### config.mk
export PLATFORM = sky130hd
export DESIGN_NAME = ir_packet_tx
export DESIGN_NICKNAME = d
export VERILOG_FILES = /design/src/rtl/ir_packet_tx_pkg.sv /design/src/rtl/ir_carrier_gen.sv /design/src/rtl/ir_packet_tx.sv
export SDC_FILE = /design/constraint.sdc
export NUM_CORES = 1
export LEC_CHECK = 0
export CORE_MARGIN = 3
export CORE_UTILIZATION = 58
export CTS_BUF_LIST = sky130_fd_sc_hd__clkbuf_16
export DETAILED_ROUTE_END_ITERATION = 12
export DONT_BUFFER_PORTS = 1
export PLACE_DENSITY = 0.76
export SYNTH_ARGS = -nofsm -noshare
export SYNTH_HDL_FRONTEND = slang
export SYNTH_SLANG_ARGS = --single-unit
### constraint.sdc
create_clock -name CLK -period 4.8 [get_ports CLK]
set_input_delay 0 -clock CLK [delete_from_list [all_inputs] [get_ports CLK]]
set_output_delay 0 -clock CLK [all_outputs]
set_load 0.005 [all_outputs]
### src/rtl/ir_packet_tx_pkg.sv
// ============================================================================
// Module  : ir_packet_tx_pkg
// Brief   : Shared car timing types, per-car constants and IR packet states.
// Revision: 1.0
// ============================================================================
`default_nettype none

package ir_packet_tx_pkg;

    localparam int CAR_COUNT = 4;
    localparam int FIELD_W   = 16;

    typedef struct packed {
        logic [FIELD_W-1:0] carrier_half_period;
        logic [FIELD_W-1:0] start_burst;
        logic [FIELD_W-1:0] car_select_burst;
        logic [FIELD_W-1:0] gap_size;
        logic [FIELD_W-1:0] assert_burst;
        logic [FIELD_W-1:0] deassert_burst;
    } CarSettings;

    // 38 kHz carrier at 100 MHz; cars differ only in their select burst length.
    localparam CarSettings CAR0_PARAMS = '{carrier_half_period: 16'd1316, start_burst: 16'd24,
        car_select_burst: 16'd4, gap_size: 16'd4, assert_burst: 16'd8, deassert_burst: 16'd4};
    localparam CarSettings CAR1_PARAMS = '{carrier_half_period: 16'd1316, start_burst: 16'd24,
        car_select_burst: 16'd8, gap_size: 16'd4, assert_burst: 16'd8, deassert_burst: 16'd4};
    localparam CarSettings CAR2_PARAMS = '{carrier_half_period: 16'd1316, start_burst: 16'd24,
        car_select_burst: 16'd12, gap_size: 16'd4, assert_burst: 16'd8, deassert_burst: 16'd4};
    localparam CarSettings CAR3_PARAMS = '{carrier_half_period: 16'd1316, start_burst: 16'd24,
        car_select_burst: 16'd16, gap_size: 16'd4, assert_burst: 16'd8, deassert_burst: 16'd4};

    typedef enum logic [3:0] {
        IDLE   = 4'd0,
        START  = 4'd1,
        GAP0   = 4'd2,
        SELECT = 4'd3,
        GAP1   = 4'd4,
        RIGHT  = 4'd5,
        GAP2   = 4'd6,
        LEFT   = 4'd7,
        GAP3   = 4'd8,
        BACK   = 4'd9,
        GAP4   = 4'd10,
        FWD    = 4'd11,
        GAP5   = 4'd12
    } IrTxState;

    function automatic IrTxState next_state(input IrTxState s);
        IrTxState n;
        case (s)
            START:   n = GAP0;
            GAP0:    n = SELECT;
            SELECT:  n = GAP1;
            GAP1:    n = RIGHT;
            RIGHT:   n = GAP2;
            GAP2:    n = LEFT;
            LEFT:    n = GAP3;
            GAP3:    n = BACK;
            BACK:    n = GAP4;
            GAP4:    n = FWD;
            FWD:     n = GAP5;
            default: n = IDLE;
        endcase
        return n;
    endfunction

    function automatic logic is_burst(input IrTxState s);
        return (s == START) || (s == SELECT) || (s == RIGHT) ||
               (s == LEFT)  || (s == BACK)   || (s == FWD);
    endfunction

    // Length in carrier periods of state s; a zero field still lasts one period.
    function automatic logic [FIELD_W-1:0] burst_len(input IrTxState s, input CarSettings c,
                                                     input logic [3:0] cmd);
        logic [FIELD_W-1:0] len;
        case (s)
            START:   len = c.start_burst;
            SELECT:  len = c.car_select_burst;
            RIGHT:   len = cmd[3] ? c.assert_burst : c.deassert_burst;
            LEFT:    len = cmd[2] ? c.assert_burst : c.deassert_burst;
            BACK:    len = cmd[1] ? c.assert_burst : c.deassert_burst;
            FWD:     len = cmd[0] ? c.assert_burst : c.deassert_burst;
            default: len = c.gap_size;
        endcase
        return (len == '0) ? FIELD_W'(1) : len;
    endfunction

endpackage

`default_nettype wire

### src/rtl/ir_carrier_gen.sv
// ============================================================================
// Module  : ir_carrier_gen
// Brief   : Square-wave carrier starting high; flags the last clock of a period.
// Revision: 1.0
// ============================================================================
`default_nettype none

module ir_carrier_gen
    import ir_packet_tx_pkg::*;
(
    input  logic               CLK,
    input  logic               RESET,
    input  logic               restart,
    input  logic [FIELD_W-1:0] half_period,
    output logic               phase,
    output logic               period_end
);

    logic [FIELD_W-1:0] r_count;
    logic [FIELD_W-1:0] w_half_m1;
    logic               w_terminal;

    assign w_half_m1  = (half_period == '0) ? '0 : half_period - 1'b1;
    assign w_terminal = (r_count == w_half_m1);
    assign period_end = w_terminal && !phase;

    always_ff @(posedge CLK or posedge RESET) begin
        if (RESET) begin
            r_count <= '0;
            phase   <= 1'b1;
        end else if (restart) begin
            r_count <= '0;
            phase   <= 1'b1;
        end else if (w_terminal) begin
            r_count <= '0;
            phase   <= ~phase;
        end else begin
            r_count <= r_count + 1'b1;
        end
    end

endmodule

`default_nettype wire

### src/rtl/ir_packet_tx.sv
// ============================================================================
// Module  : ir_packet_tx
// Brief   : Periodic IR car packet transmitter (bursts and gaps of a carrier).
// Revision: 1.0
// ============================================================================
`default_nettype none

module ir_packet_tx
    import ir_packet_tx_pkg::*;
#(
    parameter int PACKET_PERIOD_CYCLES = 10_000_000
) (
    input  logic       CLK,
    input  logic       RESET,
    input  CarSettings car,
    input  logic [3:0] command,
    output logic       ir_led,
    output logic       busy,
    output logic       packet_done
);

    localparam int FRAME_W = (PACKET_PERIOD_CYCLES > 1) ? $clog2(PACKET_PERIOD_CYCLES) : 1;
    localparam logic [FRAME_W-1:0] c_frame_last = FRAME_W'(PACKET_PERIOD_CYCLES - 1);

    logic [FRAME_W-1:0] r_frame_cnt;
    IrTxState           r_state;
    CarSettings         r_car;
    logic [3:0]         r_cmd;
    logic [FIELD_W-1:0] r_period_cnt;

    logic               w_tick;
    logic               w_start;
    logic               w_advance;
    logic               w_restart;
    logic               w_phase;
    logic               w_period_end;
    logic [FIELD_W-1:0] w_len;

    assign w_tick    = (r_frame_cnt == c_frame_last);
    assign w_start   = (r_state == IDLE) && w_tick;
    assign w_len     = burst_len(r_state, r_car, r_cmd);
    assign w_advance = (r_state != IDLE) && w_period_end && (r_period_cnt == w_len - 1'b1);
    // Holding the carrier in restart while idle makes START begin at phase 1, count 0.
    assign w_restart = (r_state == IDLE) || w_advance;

    assign packet_done = w_advance && (r_state == GAP5);

    ir_carrier_gen u_carrier (
        .CLK        (CLK),
        .RESET      (RESET),
        .restart    (w_restart),
        .half_period(r_car.carrier_half_period),
        .phase      (w_phase),
        .period_end (w_period_end)
    );

    always_ff @(posedge CLK or posedge RESET) begin
        if (RESET) begin
            r_frame_cnt  <= '0;
            r_state      <= IDLE;
            r_car        <= '0;
            r_cmd        <= '0;
            r_period_cnt <= '0;
            busy         <= 1'b0;
            ir_led       <= 1'b0;
        end else begin
            r_frame_cnt <= w_tick ? '0 : r_frame_cnt + 1'b1;
            ir_led      <= is_burst(r_state) && w_phase;

            if (w_start) begin
                r_car        <= car;
                r_cmd        <= command;
                r_state      <= START;
                r_period_cnt <= '0;
                busy         <= 1'b1;
            end else if (w_advance) begin
                r_state      <= next_state(r_state);
                r_period_cnt <= '0;
                if (r_state == GAP5) begin
                    busy <= 1'b0;
                end
            end else if (w_period_end && (r_state != IDLE)) begin
                r_period_cnt <= r_period_cnt + 1'b1;
            end
        end
    end

endmodule

`default_nettype wire

Word-level counts from Yosys, hierarchy flattened. Memory sizes are Yosys's and may differ from the RTL's. Index checks and enable logic that the tools add are counted.

Bitwise operators: 1. Equality and inequality tests: 10. Multiplexer cells: 20. Reduce and logical (&&, ||, !) cells: 22. Add/sub/neg operators: 5.

Operators with widths (count): $mux 16 (11); $pmux 16 s6 (1); $add 16x1->16 const B (2); $eq 16x16->1 (2); $logic_not 16->1 (2); $sub 16x1->16 const B (2); $add 24x1->24 const B (1); $eq 24x24->1 const B (1); $mux 24 (1); $eq 4x4->1 const B (3); $eq 4x3->1 const B (2); $mux 4 (2); $logic_and 1x1->1 (6); $logic_or 1x1->1 (6); $reduce_bool 2->1 (3); $mux 1 (5); $eq 4x1->1 const B (1); $eq 4x2->1 const B (1); $logic_not 4->1 (1); $reduce_bool 4->1 (1); $reduce_bool 3->1 (1); $reduce_and 2->1 (1); $logic_not 1->1 (1); $not 1->1 (1).

Input bits: 102. Memories kept: 1. Logic and storage cells: 73. Output and inout port bits: 3. Register bits after elaboration: 163. Memory bits (read-only): 64.

Memories: (no name shown) (words 16, width 4, read ports 1, clocked after Yosys merged registers in 0, write ports 0, RTL line ir_packet_tx_pkg.sv:50) `case (s)`.

Depth between registers and ports, before layout. Gate-level depths: netlist (run 1).

Depth in word-level cells: 9. Mapped depth: 22. Gate-level depth less buffers: 18.

Hierarchy. Synthesis (run 1) repeated with hierarchy kept, for this count alone.

Cell total of the unflattened synthesis: 917. Area, all modules: 9729.3 um2.

By module, submodules not included: ir_packet_tx (area an instance 8096.5 um2, cells each 725, times used 1); ir_carrier_gen (area an instance 1632.8 um2, cells each 192, times used 1).

Least setup slack after synthesis (run 1). No wires, ideal clock.

Path type: register to register. Start point: register r_state[0]. End point: register r_period_cnt[1]. Slack: -0.164 ns. Cell stages (with the launch flop): 20. Setup time: 0.119 ns. Data arrival time: 4.846 ns. Buffers on the path: 2. Cells stage by stage: dfrtp_1 > ha_1 > clkbuf_1 > a2bb2oi_1 > o21ai_0 > or4_1 > a22o_1 > nor4_1 > and3_1 > a21oi_1 > ha_1 > xnor2_1 > a21oi_1 > nand4_1 > nor4_1 > nand4_1 > or4_4 > o21ai_4 > buf_6 > nor2_1.

Longest elaborated chain between the ends: 9. Elaborated cells between the ends (all ways): 19. Those cells by class: add/sub: 1; eq/ne: 7; mux: 4; reduce/logical: 7.

RTL lines: from (decl) (RTL line ir_packet_tx.sv:26) `IrTxState r_state;`; from (signal assigned) (RTL line ir_packet_tx.sv:77) `r_state <= next_state(r_state);`; $eq 4x4->1, or another cell as far along (RTL line ir_packet_tx_pkg.sv:76) `case (s)`; $pmux 16 s6 (RTL line ir_packet_tx_pkg.sv:76); $logic_not 16->1 (RTL line ir_packet_tx_pkg.sv:85) `return (len == '0) ? FIELD_W'(1) : len;`; $mux 16 (RTL line ir_packet_tx_pkg.sv:85); $sub 16x1->16 (RTL line ir_packet_tx.sv:42) `assign w_advance = (r_state != IDLE) && w_period_end && (r_period_cnt == w_len - 1'b1);`; $eq 16x16->1 (RTL line ir_packet_tx.sv:42); $logic_and 1x1->1 (RTL line ir_packet_tx.sv:42); $mux 16 (RTL line ir_packet_tx.sv:76) `end else if (w_advance) begin`; $mux 16 (RTL line ir_packet_tx.sv:70) `if (w_start) begin`; to (signal assigned) (RTL line ir_packet_tx.sv:83) `r_period_cnt <= r_period_cnt + 1'b1;`; to (decl) (RTL line ir_packet_tx.sv:29) `logic [FIELD_W-1:0] r_period_cnt;`.

Parallel ways exist; a longest one is shown, timed or not. A chain may end at the register's enable or synchronous reset.

Worst setup path in the final report (run 1).
Start point: register r_state[1]. End point: register r_state[1].

Longest elaborated chain between the ends: 8. Elaborated cells between the ends (all ways): 20. Those cells by class: add/sub: 1; eq/ne: 7; mux: 4; reduce/logical: 7; memory: 1.

RTL lines (RTL line): $eq 4x4->1, or another cell as far along (ir_packet_tx_pkg.sv:76); $pmux 16 s6 (ir_packet_tx_pkg.sv:76); $logic_not 16->1 (ir_packet_tx_pkg.sv:85); $mux 16 (ir_packet_tx_pkg.sv:85); $sub 16x1->16 (ir_packet_tx.sv:42); $eq 16x16->1 (ir_packet_tx.sv:42); $logic_and 1x1->1 (ir_packet_tx.sv:42); $reduce_bool 2->1 (no line).

Parallel ways exist; a longest one is shown, timed or not. The select of a mux whose other input is x is not followed.

==> results of run 1 <==
## how the worst min path moves through the flow
| stage | startpoint | cells past startpoint | slack [ps] | end |
|---|---|---|---|---|
| after detailed placement | RESET | 1 | -70 | r_car[87] |
| final | RESET | 2 | 90 | r_car[87] |
| after global routing | RESET | 2 | 130 | r_car[87] |
| after floorplan | car[0] | 2 | 110 | r_car[0] |
| after global placement | RESET | 1 | -70 | r_car[87] |
| after CTS | RESET | 2 | 110 | r_car[87] |
## where the power goes
part	internal [mW]	leakage [nW]	switching, mW	total, mW
clock	0.918	0.306	0.570	1.49
sequential	1.37	1.74	0	1.37
combinational	0.0571	3.24	0.0419	0.0990
total	2.35	5.28	0.612	2.96
## cells by family (layout without fill, tap and decap cells)
group	Yosys count	after routing
buf+inv	73	228
compound gates	167	167
xor+xnor	71	71
flops	163	163
simple gates	623	623
fa+ha+maj	10	10
mux	42	42
## cell type report
type	count	area, um^2
well taps	216	270
clock buffers	17	425
flip-flops and latches	163	4080
clock inverters	14	209
repair buffers	182	1670
multi-input cells	913	5380
fillers	1142	3910
inverters	15	61.3
## critical path: cells and delay by family (launching register included)
kind | cells | cell delay (ps)
adders and majority gates | 2 | 430
buffers and inverters | 4 | 680
and+or+nand+nor | 8 | 1590
DFF | 1 | 420
AOI/OAI and AO/OA | 7 | 1380
## what timing repair did
action	in CTS	in global routing
hold endpoints to repair	151	0
setup buffers	0	1
pin swaps	0	7
endpoints found under the setup margin	6	22
gates resized for setup	11	15
hold buffers	101	0
## layer usage
metal  wire [um]  part of all wire (%)  up-vias  global-route usage [%]
met3        1610                   5.5      103                    6.56
met1       12200                    41     4467                    42.7
met5           0                     0        -                       0
met2       14300                    49      385                    54.6
met4        1230                   4.2        0                    13.6
li1            -                     -     4269                       -
## through the flow
step	hold slack (ps)	cells	area [um^2]
after CTS	114	1519	12000
after global placement	-71.5	1387	10300
after detailed placement	-70.4	1387	10300
final	94.8	1520	12100
after global routing	125	1520	12100
after floorplan	105	1149	9590
## flip-flops by register name, indices dropped and copies added, names as in the netlist
register and cells:
r_cmd 4, r_frame_cnt 24, r_period_cnt 16, busy 1, r_state 4, u_carrier.phase 1, ir_led 1, r_car 96
u_carrier.r_count 16
## Yosys cell counts, drive strengths merged, types with 3 or more instances
library cell / n / area (um^2)
nand2: 346 / 1300
dfrtp: 162 / 4050
nor2: 81 / 304
clkbuf: 49 / 184
o21ai: 46 / 241
xor2: 41 / 359
nand3: 37 / 185
mux2i: 36 / 360
xnor2: 29 / 254
nand4: 25 / 156
a21oi: 18 / 90.1
nor3: 18 / 101
nor4: 18 / 128
and3: 15 / 93.8
inv: 15 / 56.3
nor2b: 15 / 93.8
a22oi: 12 / 90.1
o22ai: 12 / 75.1
or4: 12 / 97.6
or3: 11 / 68.8
ha: 10 / 125
buf: 9 / 43.8
nand3b: 8 / 60.1
o31ai: 8 / 60.1
nand2b: 7 / 43.8
o211ai: 7 / 52.6
or2: 7 / 43.8
mux2: 6 / 67.6
o21a: 6 / 45.0
o41ai: 6 / 52.6
a22o: 5 / 43.8
and2: 5 / 31.3
a211o: 4 / 35.0
a211oi: 4 / 30.0
a21o: 4 / 30.0
a31oi: 4 / 25.0
nor3b: 4 / 30.0
o221ai: 4 / 35.0
a21boi: 3 / 22.5
a311oi: 3 / 26.3
and3b: 3 / 26.3
nor4bb: 3 / 30.0
o22a: 3 / 26.3
## placed cells by master, fill, tap and decap left out, drive strengths merged, types with 17 or more instances in the layout
| master | count |
|---|---|
| nand2 | 346 |
| dfrtp | 162 |
| dlygate4sd3 | 101 |
| nor2 | 81 |
| buf | 81 |
| o21ai | 46 |
| xor2 | 41 |
| nand3 | 37 |
| mux2i | 36 |
| xnor2 | 29 |
| nand4 | 25 |
| a21oi | 18 |
| nor3 | 18 |
| nor4 | 18 |
| clkbuf | 17 |
| inv | 17 |
==> impl_metrics.py, run 1 <==
metrics = {
    "sta": {
        "fmax_mhz": 217,
        "finalHoldViolations": 0,
        "timing.final.ws_setup_ps": 192,
        "drv_slew": 0,
        "period_needed_ps": 4610,
        "slew_headroom_pct": 38.3,
        "fin_crit_sh_pct": 96.0,
        "finClkSkew_ps": 12.7,
        "setup_viol": 0,
        "finalSetupTns_ps": 0,
        "worst_pin_slew_ps": 916,
    },
    "yosys": {
        "async_flop_share_pct": 100,
        "synth_fa_ha_area_share_pct": 1.31,
        "synth_xor_area_share_pct": 6.64,
        "ys_seq_elements": 163,
        "yosysSeqAreaShare_pct": 42.6,
        "synth_cells": 1149,
        "synthFlopType": "dfrtp_1",
        "synth_compound_area_share_pct": 12.0,
        "ys_types": 72,
        "avgSynthCellArea_um2": 8.33,
        "synth_top_family_by_area": "simple AND/OR/NAND/NOR gates",
        "synthMuxAreaShare_pct": 4.47,
        "yosysWarnings": 0,
        "synth_fp_nets": 1261,
        "yosys.area_share.simple_pct": 30.0,
        "synth-edff-count": 0,
        "syn_area_um2": 9570,
    },
    "flow_run": {
        "maxCapViolCount": 0,
    },
    "route": {
        "num_vias": 9224,
        "wl_um": 29300,
        "drtPass1Iterations": 6,
        "drt-initial-drc-count": 776,
        "drcViolationCount": 0,
        "ant_nets": 0,
        "routedWlPerCell_um": 19.3,
        "vias_per_cell": 6.07,
    },
    "worst_setup_path": {
        "worstSetupPathType": "flop to flop",
        "path_cells": "inv_1 -> ha_4 -> buf_4 -> nand3b_1 -> o221ai_1 -> nor4_1 -> buf_4 -> nor2_1 -> nor2_1 -> and3_1 -> a21oi_1 -> ha_2 -> o2111ai_4 -> buf_4 -> nor3_2 -> a21boi_0 -> o41ai_2 -> nor2_1 -> or4_1 -> o31ai_1 -> a21oi_1",
        "crit_path_end": "r_state[1]",
        "ff2ff_setup_slack_ps": 190,
        "crit_slowest_cell": "or4_1",
        "path_max_fanout": 7,
        "rr_worst_depth": 21,
        "start_kind": "flop",
        "critical_path_required_ps": 5100,
        "timing.rr.start": "r_state[1]",
        "worstSetupEndpointType": "flop",
        "startpoint": "r_state[1]",
        "worst_ep_arrival_time_ps": 4910,
        "r2r-end": "r_state[1]",
        "max_stage_delay_ps": 550,
    },
    "floorplanning": {
        "chipHeight_um": 134,
        "dieArea_um2": 18100,
        "die_w_um": 134,
        "row_count": 46,
        "ios": 105,
        "start_util_pct": 59.8,
        "core_area_um2": 16000,
    },
    "global_routing": {
        "grt_overflow": 0,
        "track_usage_pct": 33.0,
        "antenna_found_initial": 0,
        "grt_pass1_wl_um": 47400,
        "grt_pass1_vias": 9225,
        "grt_max_degree": 78,
    },
    "place": {
        "gp_congestion": 0.994,
        "detailed_place_hpwl_um": 19400,
        "io_buffers": 0,
        "dp_slack_ps": -261,
    },
    "clocking": {
        "cts-root-buf": "clkbuf_16",
        "cts_tree": "done",
        "clockBufferDepth": 2,
        "cts_max_level": 4,
        "path_clk_slew_ps": 70,
        "insertion_delay_ps": 440,
        "cts_buffers": 17,
        "clock_sinks": 163,
    },
    "final_layout": {
        "areaGrowthSynthToFinish_pct": 26.3,
        "drive_gt1_share_pct": 12.1,
        "final_core_util_pct": 75.6,
        "fin_nets": 1404,
        "diodes": 0,
    },
    "power_and_ir_drop": {
        "p_leak_nw": 5.28,
        "power.total_mw": 2.96,
        "power_density_nw_per_um2": 245,
        "vdd_drop_max_mv": 0.270,
    },
    "hold_path": {
        "hold_class": "primary input to asynchronous set/reset pin",
    },
    "run_status": {
        "status": "complete, no violations",
    },
}
(Power assumes the default switching activity.)
==> inputs of run 2 (changes only) <==
--- a/config.mk
+++ b/config.mk
@@ -6,11 +6,10 @@
 export NUM_CORES = 1
 export LEC_CHECK = 0
 export CORE_MARGIN = 3
-export CORE_UTILIZATION = 58
+export CORE_UTILIZATION = 33
 export CTS_BUF_LIST = sky130_fd_sc_hd__clkbuf_16
 export DETAILED_ROUTE_END_ITERATION = 12
 export DONT_BUFFER_PORTS = 1
-export PLACE_DENSITY = 0.76
 export SYNTH_ARGS = -nofsm -noshare
 export SYNTH_HDL_FRONTEND = slang
 export SYNTH_SLANG_ARGS = --single-unit
==> constraint.sdc (replaced) <==
create_clock -name CLK -period 5.9 [get_ports CLK]
set_input_delay 0 -clock CLK [delete_from_list [all_inputs] [get_ports CLK]]
set_output_delay 0 -clock CLK [all_outputs]
set_load 0.005 [all_outputs]
==> impl_metrics.py, run 2 (synthesized netlist as in run 1, its figures left out) <==
metrics = {
    "run_status": {
        "status": "complete, no violations",
    },
    "route": {
        "routedWlPerCell_um": 17.5,
        "drt-initial-drc-count": 885,
        "dr_wl_met2_um": 13200,
        "drt-met1-wl_um": 13100,
        "ant_nets": 0,
        "top_layer_used": "met4",
        "vias_per_cell": 5.29,
        "met3_length_um": 1120,
        "num_vias": 8597,
        "wl_um": 28400,
        "drtPass1Iterations": 7,
        "drcViolationCount": 0,
    },
    "final_layout": {
        "largest_reg_flops": 96,
        "top_register": "r_car",
        "top_regs": "r_car: 96 flops, r_frame_cnt: 24 flops",
        "layout_commonest_cell": "nand2_1",
        "diodes": 0,
        "areaGrowthSynthToFinish_pct": 21.6,
        "n_fill_cell": 2784,
        "fin_nets": 1345,
        "final_cell_mix": "nand2_1, dfrtp_1, dlygate4sd3_1",
        "drive_gt1_share_pct": 6.82,
    },
    "flow_run": {
        "maxCapViolCount": 0,
    },
    "floorplanning": {
        "start_util_pct": 34.0,
        "dieArea_um2": 31100,
        "core_area_um2": 28200,
        "die_w_um": 176,
        "row_count": 61,
        "ios": 105,
        "chipHeight_um": 176,
    },
    "clocking": {
        "cts_buffers": 17,
        "path_clk_slew_ps": 80,
        "cts_max_level": 4,
        "clockBufferDepth": 2,
        "cts-root-buf": "clkbuf_16",
        "clock_sinks": 163,
        "insertion_delay_ps": 440,
        "cts_tree": "done",
    },
    "worst_setup_path": {
        "timing.rr.start": "r_state[0]",
        "start_kind": "flop",
        "path_max_fanout": 18,
        "rr_worst_depth": 18,
        "ff2ff_setup_slack_ps": 570,
        "critical_path_required_ps": 5900,
        "worst_ep_arrival_time_ps": 5490,
        "worstSetupEndpointType": "output pin",
        "r2r-end": "r_period_cnt[8]",
        "worstSetupPathType": "flop to output pin",
    },
    "power_and_ir_drop": {
        "internal_power_mw": 1.75,
        "pwr-share-clk_pct": 47.6,
        "pwr-share-comb_pct": 3.5,
        "p_leak_nw": 4.94,
        "sw_frac_of_total_pct": 23.4,
        "power_frac_seq_pct": 49.0,
        "p_sw_mw": 0.533,
        "vdd_drop_max_mv": 0.131,
        "power_density_nw_per_um2": 196,
    },
    "global_routing": {
        "track_usage_pct": 18.3,
        "grt_pass1_wl_um": 45400,
        "antenna_found_initial": 0,
        "grt_max_degree": 94,
        "grt_pass1_vias": 8415,
        "grt_overflow": 0,
    },
    "sta": {
        "period_needed_ps": 5490,
        "fin_crit_sh_pct": 93.1,
        "finalSetupTns_ps": 0,
        "setup_viol": 0,
        "slew_headroom_pct": 39.3,
        "timing.final.ws_setup_ps": 410,
        "finalHoldViolations": 0,
        "worst_pin_slew_ps": 911,
        "finClkSkew_ps": 16.2,
        "rsz0062_at_grt": "false",
        "fmax_mhz": 182,
        "drv_slew": 0,
    },
    "hold_path": {
        "hold_class": "primary input to flop",
        "worstHoldEndpoint": "r_car[50]",
        "hold_path.startpoint": "car[50]",
        "whs_path_depth": 3,
    },
    "place": {
        "detailed_place_hpwl_um": 20300,
        "dp_slack_ps": 370,
        "gp_congestion": 0.949,
        "io_buffers": 0,
    },
}
-- run 2: through the flow --
stage               hold slack (ps)  instances  area [um^2]  utilization, %  power [mW]
floorplan                       105       1149         9570               -        1.16
global placement               69.3       1491        10000            35.6        1.16
detailed placement             79.8       1491        10000            35.6        1.16
CTS                             182       1624        11600            41.2        2.30
global route                    213       1624        11600            41.3        2.34
finish                          201       1624        11600            41.3        2.28
-- run 2: worst max path at each step --
stage | to | cells after the start | start | slack, ps
2_1_floorplan | r_period_cnt[1] | 19 | r_state[0] | 940
3_3_place_gp | r_state[2] | 19 | r_state[1] | 460
3_5_place_dp | r_state[2] | 19 | r_state[1] | 370
4_1_cts | packet_done | 18 | r_state[0] | 60
5_1_grt | packet_done | 18 | r_state[2] | 4
6_report | packet_done | 18 | r_state[0] | 410
-- run 2: repair_timing --
item,CTS,global route
hold endpoints to repair,192,0
resized for setup,1,8
setup buffers,0,0
pin swaps,0,0
hold buffers,101,0
setup endpoints to repair,1,6
-- run 2: area by class of cell --
type	count	area (um^2)	share of cell area [%]
Multi-Input combinational cell	913	5280	45.4
Inverter	15	61.3	0.527
Clock buffer	17	425	3.65
Sequential cell	163	4080	35.1
Clock inverter	15	131	1.13
Tap cell	378	473	4.06
Timing Repair Buffer	123	1190	10.2
-- run 2: worst max-delay path, cell delays in order (launching register included) --
cell	delay, ps
dfrtp_1	490
ha_2	470
a2bb2oi_2	220
buf_4	210
o21ai_0	130
or3_1	400
a22o_1	290
nor4_1	420
and3_1	270
a21oi_1	80
ha_1	260
xor2_1	190
xnor2_1	150
nand4_1	120
nor4_1	380
nand4_1	200
and3b_1	310
nand2_1	130
nor2_1	330
-- run 2: power by group through the flow --
stage | Combinational [mW] | Clock [mW] | Sequential [mW]
floorplan | 0.0169 | 0 | 1.14
global placement | 0.0244 | 0 | 1.14
detailed placement | 0.0245 | 0 | 1.14
CTS | 0.0789 | 1.11 | 1.12
global route | 0.0870 | 1.14 | 1.12
finish | 0.0788 | 1.08 | 1.12
-- run 2: metal layers --
metal	global-route usage, %	vias up
met5	0	-
met4	7.62	0
met3	2.71	58
met2	28.8	240
met1	25.3	4158
li1	-	4141
==> inputs of run 3 (changes only) <==
--- a/config.mk
+++ b/config.mk
@@ -5,11 +5,14 @@
 export SDC_FILE = /design/constraint.sdc
 export NUM_CORES = 1
 export LEC_CHECK = 0
+export CELL_PAD_IN_SITES_DETAIL_PLACEMENT = 1
+export CELL_PAD_IN_SITES_GLOBAL_PLACEMENT = 1
 export CORE_MARGIN = 3
 export CORE_UTILIZATION = 33
 export CTS_BUF_LIST = sky130_fd_sc_hd__clkbuf_16
 export DETAILED_ROUTE_END_ITERATION = 12
 export DONT_BUFFER_PORTS = 1
+export PLACE_DENSITY_LB_ADDON = 0.1
 export SYNTH_ARGS = -nofsm -noshare
 export SYNTH_HDL_FRONTEND = slang
 export SYNTH_SLANG_ARGS = --single-unit
==> impl_metrics.py, run 3 (synthesized netlist as in run 1, its figures left out) <==
metrics = {
    "run_status": {
        "status": "complete, no violations",
    },
    "worst_setup_path": {
        "worstSetupEndpointType": "output pin",
        "critical_path_required_ps": 5900,
        "worstSetupPathType": "flop to output pin",
        "start_kind": "flop",
        "path_max_fanout": 19,
        "worst_ep_arrival_time_ps": 5380,
    },
    "clocking": {
        "path_clk_slew_ps": 70,
        "insertion_delay_ps": 440,
        "cts_max_level": 4,
        "cts-root-buf": "clkbuf_16",
        "clockBufferDepth": 2,
        "cts_tree": "done",
        "cts_buffers": 17,
        "clock_sinks": 163,
    },
    "place": {
        "io_buffers": 0,
        "gp_congestion": 0.870,
        "dp_slack_ps": 191,
        "detailed_place_hpwl_um": 23000,
    },
    "route": {
        "ant_nets": 0,
        "drt-initial-drc-count": 500,
        "num_vias": 8543,
        "drtPass1Iterations": 4,
        "wl_um": 31800,
        "vias_per_cell": 5.25,
        "drcViolationCount": 0,
        "routedWlPerCell_um": 19.5,
    },
    "sta": {
        "fmax_mhz": 186,
        "hold_ws_ps": 206,
        "setup_viol": 0,
        "timing.final.ws_setup_ps": 519,
        "period_needed_ps": 5380,
        "finClkSkew_ps": 11.1,
        "fin_crit_sh_pct": 91.2,
        "slew_headroom_pct": 36.9,
        "finalHoldViolations": 0,
        "drv_slew": 0,
        "rsz0062_at_grt": "false",
        "finalSetupTns_ps": 0,
        "worst_pin_slew_ps": 946,
    },
    "final_layout": {
        "largest_reg_flops": 96,
        "top_register": "r_car",
        "layout_commonest_cell": "nand2_1",
        "top_regs": "r_car: 96 flops, r_frame_cnt: 24 flops",
        "fin_nets": 1349,
        "areaGrowthSynthToFinish_pct": 22.6,
        "final_cell_mix": "nand2_1, dfrtp_1, dlygate4sd3_1",
        "final_core_util_pct": 41.7,
        "drive_gt1_share_pct": 7.13,
        "diodes": 0,
    },
    "floorplanning": {
        "ios": 105,
        "core_area_um2": 28200,
        "die_w_um": 176,
        "dieArea_um2": 31100,
        "start_util_pct": 34.0,
        "chipHeight_um": 176,
        "row_count": 61,
    },
    "hold_path": {
        "hold_class": "primary input to flop",
    },
    "global_routing": {
        "grt_pass1_vias": 9109,
        "grt_overflow": 0,
        "antenna_found_initial": 0,
        "track_usage_pct": 21.1,
        "grt_max_degree": 99,
        "grt_pass1_wl_um": 51500,
    },
    "power_and_ir_drop": {
        "power_density_nw_per_um2": 198,
        "p_leak_nw": 4.99,
        "vdd_drop_max_mv": 0.200,
    },
    "flow_run": {
        "maxCapViolCount": 0,
    },
}
-- run 3: worst paths after layout --
path                       startpoint         endpoint  slack [ps]  depth (start not counted)
max                        r_state[1]      packet_done         520                         20
min                           car[41]        r_car[41]         210                          3
max reg2reg                r_state[1]  r_period_cnt[9]         630                         20
min reg2reg                 r_car[26]        r_car[26]         480                          2
max in group asynchronous       RESET        r_car[45]        4170                          3
min in group asynchronous       RESET        r_car[91]         230                          2
-- run 3: layout make-up --
cell class	instances	area, um^2
fill	3260	16400
clock inverter	14	149
tap	378	473
timing repair buffer	127	1230
multi-input combinational	913	5310
inverter	15	61.3
clock buffer	17	425
sequential	163	4080
-- run 3: metal layers --
layer,wire length [um],track usage [%],vias up
li1,-,-,4149
met1,14600,27.7,4254
met2,15600,36.1,108
met3,830,3.18,32
met4,685,6.17,0
met5,0,0,-
-- run 3: repair_timing --
item                       CTS  global route
setup endpoints to repair    1            22
resized for setup            3            11
buffers inserted             0             5
hold endpoints to repair   190             0
hold buffers               101             0
pin swaps                    0             2
-- run 3: power by group --
part	total (mW)	switching (mW)	internal [mW]
Clock	1.13	0.471	0.654
Combinational	0.0799	0.0340	0.0459
Sequential	1.12	0	1.12
Total	2.32	0.505	1.82
-- run 3: per-stage QoR --
stage | std cells | power (mW) | cell area (um^2)
4_1_cts | 1622 | 2.36 | 11600
3_5_place_dp | 1490 | 1.16 | 10000
3_3_place_gp | 1490 | 1.16 | 10000
5_1_grt | 1627 | 2.41 | 11700
2_1_floorplan | 1149 | 1.16 | 9570
6_report | 1627 | 2.32 | 11700
-- run 3: critical path, stage by stage, from the launching register on --
cell and delay [ps]:
dfrtp_1 440, inv_1 90, ha_2 230, buf_4 220
and4b_1 220, or2_2 340, a2111o_1 480, a22o_1 260
nor3_1 200, buf_4 180, and3_1 200, a21oi_1 80
ha_1 260, xor2_1 190, xnor2_1 140, nand4_1 120
nor4_2 350, nand4_1 200, and3b_1 310, nand2_1 170
nor2_1 250
